## config.mk

```make
export PLATFORM = sky130hd
export DESIGN_NAME = nn_argmax_unit_flat
export DESIGN_NICKNAME = d
export VERILOG_FILES = /design/src/rtl/nn_argmax_unit_if.sv /design/src/rtl/nn_argmax_unit.sv /design/src/flat_wrapper.sv
export SDC_FILE = /design/constraint.sdc
export NUM_CORES = 1
export LEC_CHECK = 0
export ABC_AREA = 1
export CORE_MARGIN = 3
export CORE_UTILIZATION = 40
export DETAILED_ROUTE_END_ITERATION = 8
export PLACE_DENSITY = 0.6
export SYNTH_ARGS = -nofsm -noshare
export SYNTH_HDL_FRONTEND = slang
export SYNTH_SLANG_ARGS = --single-unit
```

## constraint.sdc

```tcl
create_clock -name clk -period 5.16 [get_ports clk]
set_input_delay 1.032 -clock clk [delete_from_list [all_inputs] [get_ports clk]]
set_output_delay 1.032 -clock clk [all_outputs]
set_load 0.01 [all_outputs]
```

## src/rtl/nn_argmax_unit_if.sv

```systemverilog
// Score stream between the output neuron layer and the argmax unit.
interface nn_argmax_unit_if #(
  parameter int DATA_W = 32
);
  logic                     in_valid;
  logic signed [DATA_W-1:0] in_data;
  logic                     in_ready;

  modport master (output in_valid, output in_data, input  in_ready);
  modport slave  (input  in_valid, input  in_data, output in_ready);
endinterface

```

## src/rtl/nn_argmax_unit.sv

```systemverilog
// Streaming argmax over one inference worth of signed class scores.
// argmax_output only updates on DONE entry, abort or reset; 10 means "no result".
module nn_argmax_unit #(
  parameter int NUM_CLASSES = 10,
  parameter int DATA_W      = 32,
  parameter int IDX_W       = 4
) (
  input  logic                     clk,
  input  logic                     reset,
  input  logic                     start,
  input  logic                     abort,
  nn_argmax_unit_if.slave          s,
  output logic [IDX_W-1:0]         argmax_output,
  output logic signed [DATA_W-1:0] max_value,
  output logic                     busy,
  output logic                     done,
  output logic [1:0]               current_state
);

  typedef enum logic [1:0] {IDLE = 2'd0, RUN = 2'd1, DONE = 2'd2} state_t;

  localparam logic [IDX_W-1:0] NO_RESULT = IDX_W'(10);
  localparam logic [IDX_W-1:0] LAST      = IDX_W'(NUM_CLASSES - 1);

  state_t                   state, state_nxt;
  logic                     start_q, start_rise, accept, last_beat, take;
  logic [IDX_W-1:0]         count, best_idx, win_idx;
  logic signed [DATA_W-1:0] best_val, win_val;

  // Winner including the current beat; beat 0 always seeds the running max.
  always_comb begin
    start_rise = start & ~start_q;
    accept     = s.in_valid & s.in_ready & ~abort;
    last_beat  = (count == LAST);
    take       = (count == '0) || (s.in_data > best_val);
    win_idx    = take ? count : best_idx;
    win_val    = take ? s.in_data : best_val;
  end

  always_ff @(posedge clk or negedge reset) begin
    if (!reset) state <= IDLE;
    else        state <= state_nxt;
  end

  always_comb begin
    state_nxt  = state;
    s.in_ready = 1'b0;
    busy       = 1'b0;
    done       = 1'b0;
    case (state)
      IDLE: if (start_rise) state_nxt = RUN;
      RUN: begin
        s.in_ready = 1'b1;
        busy       = 1'b1;
        if (accept && last_beat) state_nxt = DONE;
      end
      DONE: begin
        done = 1'b1;
        if (start_rise) state_nxt = RUN;
      end
      default: state_nxt = IDLE;
    endcase
    if (abort) state_nxt = IDLE;
  end

  assign current_state = state;

  always_ff @(posedge clk or negedge reset) begin
    if (!reset) begin
      start_q       <= 1'b0;
      count         <= '0;
      best_idx      <= '0;
      best_val      <= '0;
      argmax_output <= NO_RESULT;
      max_value     <= '0;
    end else begin
      start_q <= start;
      if (abort) begin
        count         <= '0;
        best_idx      <= '0;
        best_val      <= '0;
        argmax_output <= NO_RESULT;
        max_value     <= '0;
      end else if (state != RUN) begin
        if (start_rise) begin
          count    <= '0;
          best_idx <= '0;
          best_val <= '0;
        end
      end else if (accept) begin
        count    <= count + IDX_W'(1);
        best_idx <= win_idx;
        best_val <= win_val;
        if (last_beat) begin
          argmax_output <= win_idx;
          max_value     <= win_val;
        end
      end
    end
  end

endmodule

```

## src/flat_wrapper.sv

```systemverilog
// flat-port wrapper written by rule: the top's interface ports become plain ports
module nn_argmax_unit_flat 
#(
  parameter int NUM_CLASSES = 10,
  parameter int DATA_W      = 32,
  parameter int IDX_W       = 4
)
  (clk, reset, start, abort, argmax_output, max_value, busy, done, current_state, s_in_valid, s_in_data, s_in_ready);
  nn_argmax_unit_if #(.DATA_W(DATA_W)) s_i ();
  input  logic clk;
  input  logic reset;
  input  logic start;
  input  logic abort;
  output logic [IDX_W-1:0] argmax_output;
  output logic signed [DATA_W-1:0] max_value;
  output logic busy;
  output logic done;
  output logic [1:0] current_state;
  input wire logic [$bits(s_i.in_valid)-1:0] s_in_valid;
  input wire logic [$bits(s_i.in_data)-1:0] s_in_data;
  output wire logic [$bits(s_i.in_ready)-1:0] s_in_ready;
  assign s_i.in_valid = s_in_valid;
  assign s_i.in_data = s_in_data;
  assign s_in_ready = s_i.in_ready;
  nn_argmax_unit #(.NUM_CLASSES(NUM_CLASSES), .DATA_W(DATA_W), .IDX_W(IDX_W)) u_core (.clk(clk), .reset(reset), .start(start), .abort(abort), .s(s_i), .argmax_output(argmax_output), .max_value(max_value), .busy(busy), .done(done), .current_state(current_state));
endmodule
```

==> results.py <==
metrics = {
    "global_routing": {
        "grt_max_degree": 80,
        "grt_pass1_wl_mm": 20.0,
        "grt-ovfl-total": 0,
        "grt_pass1_vias": 4187,
        "antenna_found_initial": 0,
        "grt_use_total_pct": 19.1,
    },
    "detailed_routing": {
        "vias": 4097,
        "wirelength_mm": 11.6,
        "wire_per_inst_um": 14.5,
        "drt_pass1_iterations": 5,
        "vias_per_cell": 5.10,
        "drt_iter0_drc": 235,
        "drc": 0,
        "ant_nets": 0,
    },
    "sta": {
        "rsz0062_at_grt": "false",
        "fmax_mhz": 279,
        "slew_viol_final": 0,
        "period_needed_ns": 3.58,
        "finalClockSkew_ns": 0.00644,
        "setup_viol_count_final": 0,
        "finalSetupTns_ns": 0,
        "slew_headroom_pct": 24.3,
        "finalCritPeriodShare_pct": 69.3,
        "worst_slew_pin_slew_ns": 1.13,
        "finalHoldViolCount": 0,
    },
    "cts": {
        "cts_tree": "yes",
        "numCtsBuffers": 9,
        "clk_latency_ns": 0.34,
        "post_cts_buffers": 0,
        "cts_resized": 0,
        "cts.sinks": 79,
        "cts-root-buf": "clkbuf_16",
        "cts-hold-fix-buffers": 0,
        "clk_transition_reported_paths_ns": 0.06,
        "clock_path_buffers": 2,
        "cts.htree.levels": 3,
    },
    "worst_setup_path": {
        "end_kind": "flop",
        "worstPathRequired_ns": 5.32,
        "worstPathArrival_ns": 3.74,
        "crit_path_max_fanout": 35,
        "start_kind": "primary input",
        "crit_type": "primary input to flop",
    },
    "place": {
        "io_buffer_count": 77,
        "gp_congestion": 0.846,
        "hpwl_mm": 7.73,
    },
    "floorplanning": {
        "core-area_um2": 11100,
        "die_w_um": 114,
        "start_util_pct": 41.9,
        "io-pin-count": 78,
        "fp.dieH_um": 114,
        "dieArea_um2": 13000,
        "core.rowCount": 38,
    },
    "logic_synthesis": {
        "seq_area_frac_synth_pct": 42.5,
        "async_flop_share_pct": 100,
        "synth_cell_types": 29,
        "syn-cell-area_um2": 4660,
        "synth_nets": 665,
        "yosys_warnings": 0,
        "synth_cells": 593,
        "synth_fa_ha_area_share_pct": 9.40,
        "synth_top_cell_by_area": "dfrtp_1",
        "synth_edf_count": 0,
        "synth_top_family_by_area": "simple AND/OR/NAND/NOR gates",
        "synthFlopType": "dfrtp_1",
        "synthMuxAreaShare_pct": 0,
        "synth_top_area_share_pct": 41.4,
        "synth_area_per_cell_um2": 7.85,
        "synth_simple_gate_area_share_pct": 30.4,
        "synth_area_leaders": "dfrtp_1 (41%), nand2_1 (12%), nand3_1 (9.9%)",
        "synth-compound-area-share_pct": 7.12,
        "yosysMostFrequentCell": "nand2_1",
        "synth_seq_cells": 79,
        "synth-xor-area-share_pct": 0,
        "synthTopCellsByCount": "nand2_1 (154), nand3_1 (92), inv_1 (91)",
    },
    "layout": {
        "fin_nets": 731,
        "area_delta_synth_final_pct": 25.1,
        "antennaDiodeCount": 0,
        "drive_above_1_share_pct": 7.69,
        "num-fill-cells": 1104,
        "seq_area_um2": 1980,
        "final_util_pct": 52.4,
        "multi_input_area_um2": 2190,
    },
    "outcome": {
        "status": "finished, final reports clean",
    },
    "job": {
        "max-cap-violations": 0,
    },
    "power_and_ir_drop": {
        "power.leakage_nw": 2.87,
        "peakVddDrop_v": 0.000171,
        "p_per_area_nw_per_um2": 296,
    },
    "min_path": {
        "hold_class": "flop to flop",
    },
}
-- stage by stage --
step	cell area, um2	power (W)	setup slack (ns)	hold slack (ns)	cells
after global routing	5830	0.00181	1.36	0.493	803
after global placement	5480	0.000979	1.42	0.463	788
final	5830	0.00173	1.58	0.473	803
after CTS	5830	0.00174	1.55	0.481	803
after floorplan	4660	0.000893	2.48	0.445	593
after detailed placement	5480	0.000991	1.26	0.465	788
-- per-layer routing --
metal | vias to the layer above | track usage (%) | wire [um]
li1 | 2038 | - | -
met1 | 1949 | 25.8 | 5420
met2 | 93 | 31.5 | 5470
met3 | 17 | 2.44 | 471
met4 | 0 | 7.36 | 247
met5 | - | 0 | 0
-- sequential cells by signal, summed over array words and instances, names as in the netlist --
name,cells
u_core.max_value,32
u_core.start_q,1
u_core.current_state,2
u_core.best_idx,4
u_core.best_val,32
u_core.argmax_output,4
u_core.count,4
-- worst max-delay path: stages --
cell and delay [ns]:
clkdlybuf4s50_1 0.46, ha_1 0.36, nand2_1 0.10, nor2_2 0.15, nand2_2 0.09, nor3b_2 0.18
nand2_1 0.09, nand3_1 0.14, nand3_4 0.29, nand2_4 0.45, nand2_1 0.16, nand3_1 0.10
o21ai_0 0.10
-- path summary, 6_finish.rpt --
check | cells past startpoint | endpoint | start | slack (ns)
min in group asynchronous | 1 | u_core.max_value[25] | reset | 0.87
hold reg to reg | 2 | u_core.max_value[18] | u_core.max_value[18] | 0.47
max in group asynchronous | 1 | u_core.max_value[11] | reset | 3.65
setup / recovery | 13 | u_core.best_val[17] | s_in_data[31] | 1.58
setup reg to reg | 7 | u_core.best_val[17] | u_core.count[1] | 2.19
hold / removal | 2 | u_core.max_value[18] | u_core.max_value[18] | 0.47
-- layout make-up --
cell class | instances | area share [%]
Clock buffer | 12 | 4.40
Tap cell | 140 | 3.01
Inverter | 92 | 5.93
Multi-Input combinational cell | 397 | 37.6
Clock inverter | 3 | 1.55
Timing Repair Buffer | 80 | 13.6
Sequential cell | 79 | 34.0
-- power breakdown --
| group | switching (W) | internal, W |
|---|---|---|
| Clock | 0.000253 | 0.000497 |
| Sequential | 0.00000868 | 0.000643 |
| Combinational | 0.000214 | 0.000111 |
| Total | 0.000476 | 0.00125 |
-- logic make-up after synthesis --
kind of cell | Yosys count
buf+inv | 117
compound gates | 64
simple gates | 298
fa+ha+maj | 35
flops | 79
-- cell usage in the layout (no fill, tap or decap) --
master | Yosys | layout
nand3_2 | 20 | 21
inv_1 | 91 | 91
bufinv_16 | 0 | 3
clkbuf_16 | 0 | 9
nand3_1 | 92 | 91
nand2_1 | 154 | 154
clkbuf_1 | 9 | 1
nand2_2 | 2 | 2
a21o_1 | 2 | 2
nor3_1 | 2 | 2
buf_4 | 4 | 4
o21ai_1 | 5 | 5
dfstp_2 | 2 | 2
nand2_4 | 1 | 1
dfrtp_1 | 77 | 77
clkinv_1 | 1 | 1
o21ai_0 | 38 | 38
a21oi_1 | 16 | 16
or2_2 | 2 | 2
nand4_1 | 3 | 3
nor3b_2 | 1 | 1
nor2_2 | 2 | 3
o21a_1 | 2 | 2
clkdlybuf4s50_1 | 0 | 76
nand3_4 | 1 | 1
a31oi_1 | 1 | 1
clkbuf_8 | 0 | 2
ha_1 | 35 | 35
nor2_1 | 18 | 17
No activity file was read; power rests on OpenSTA's default activity.
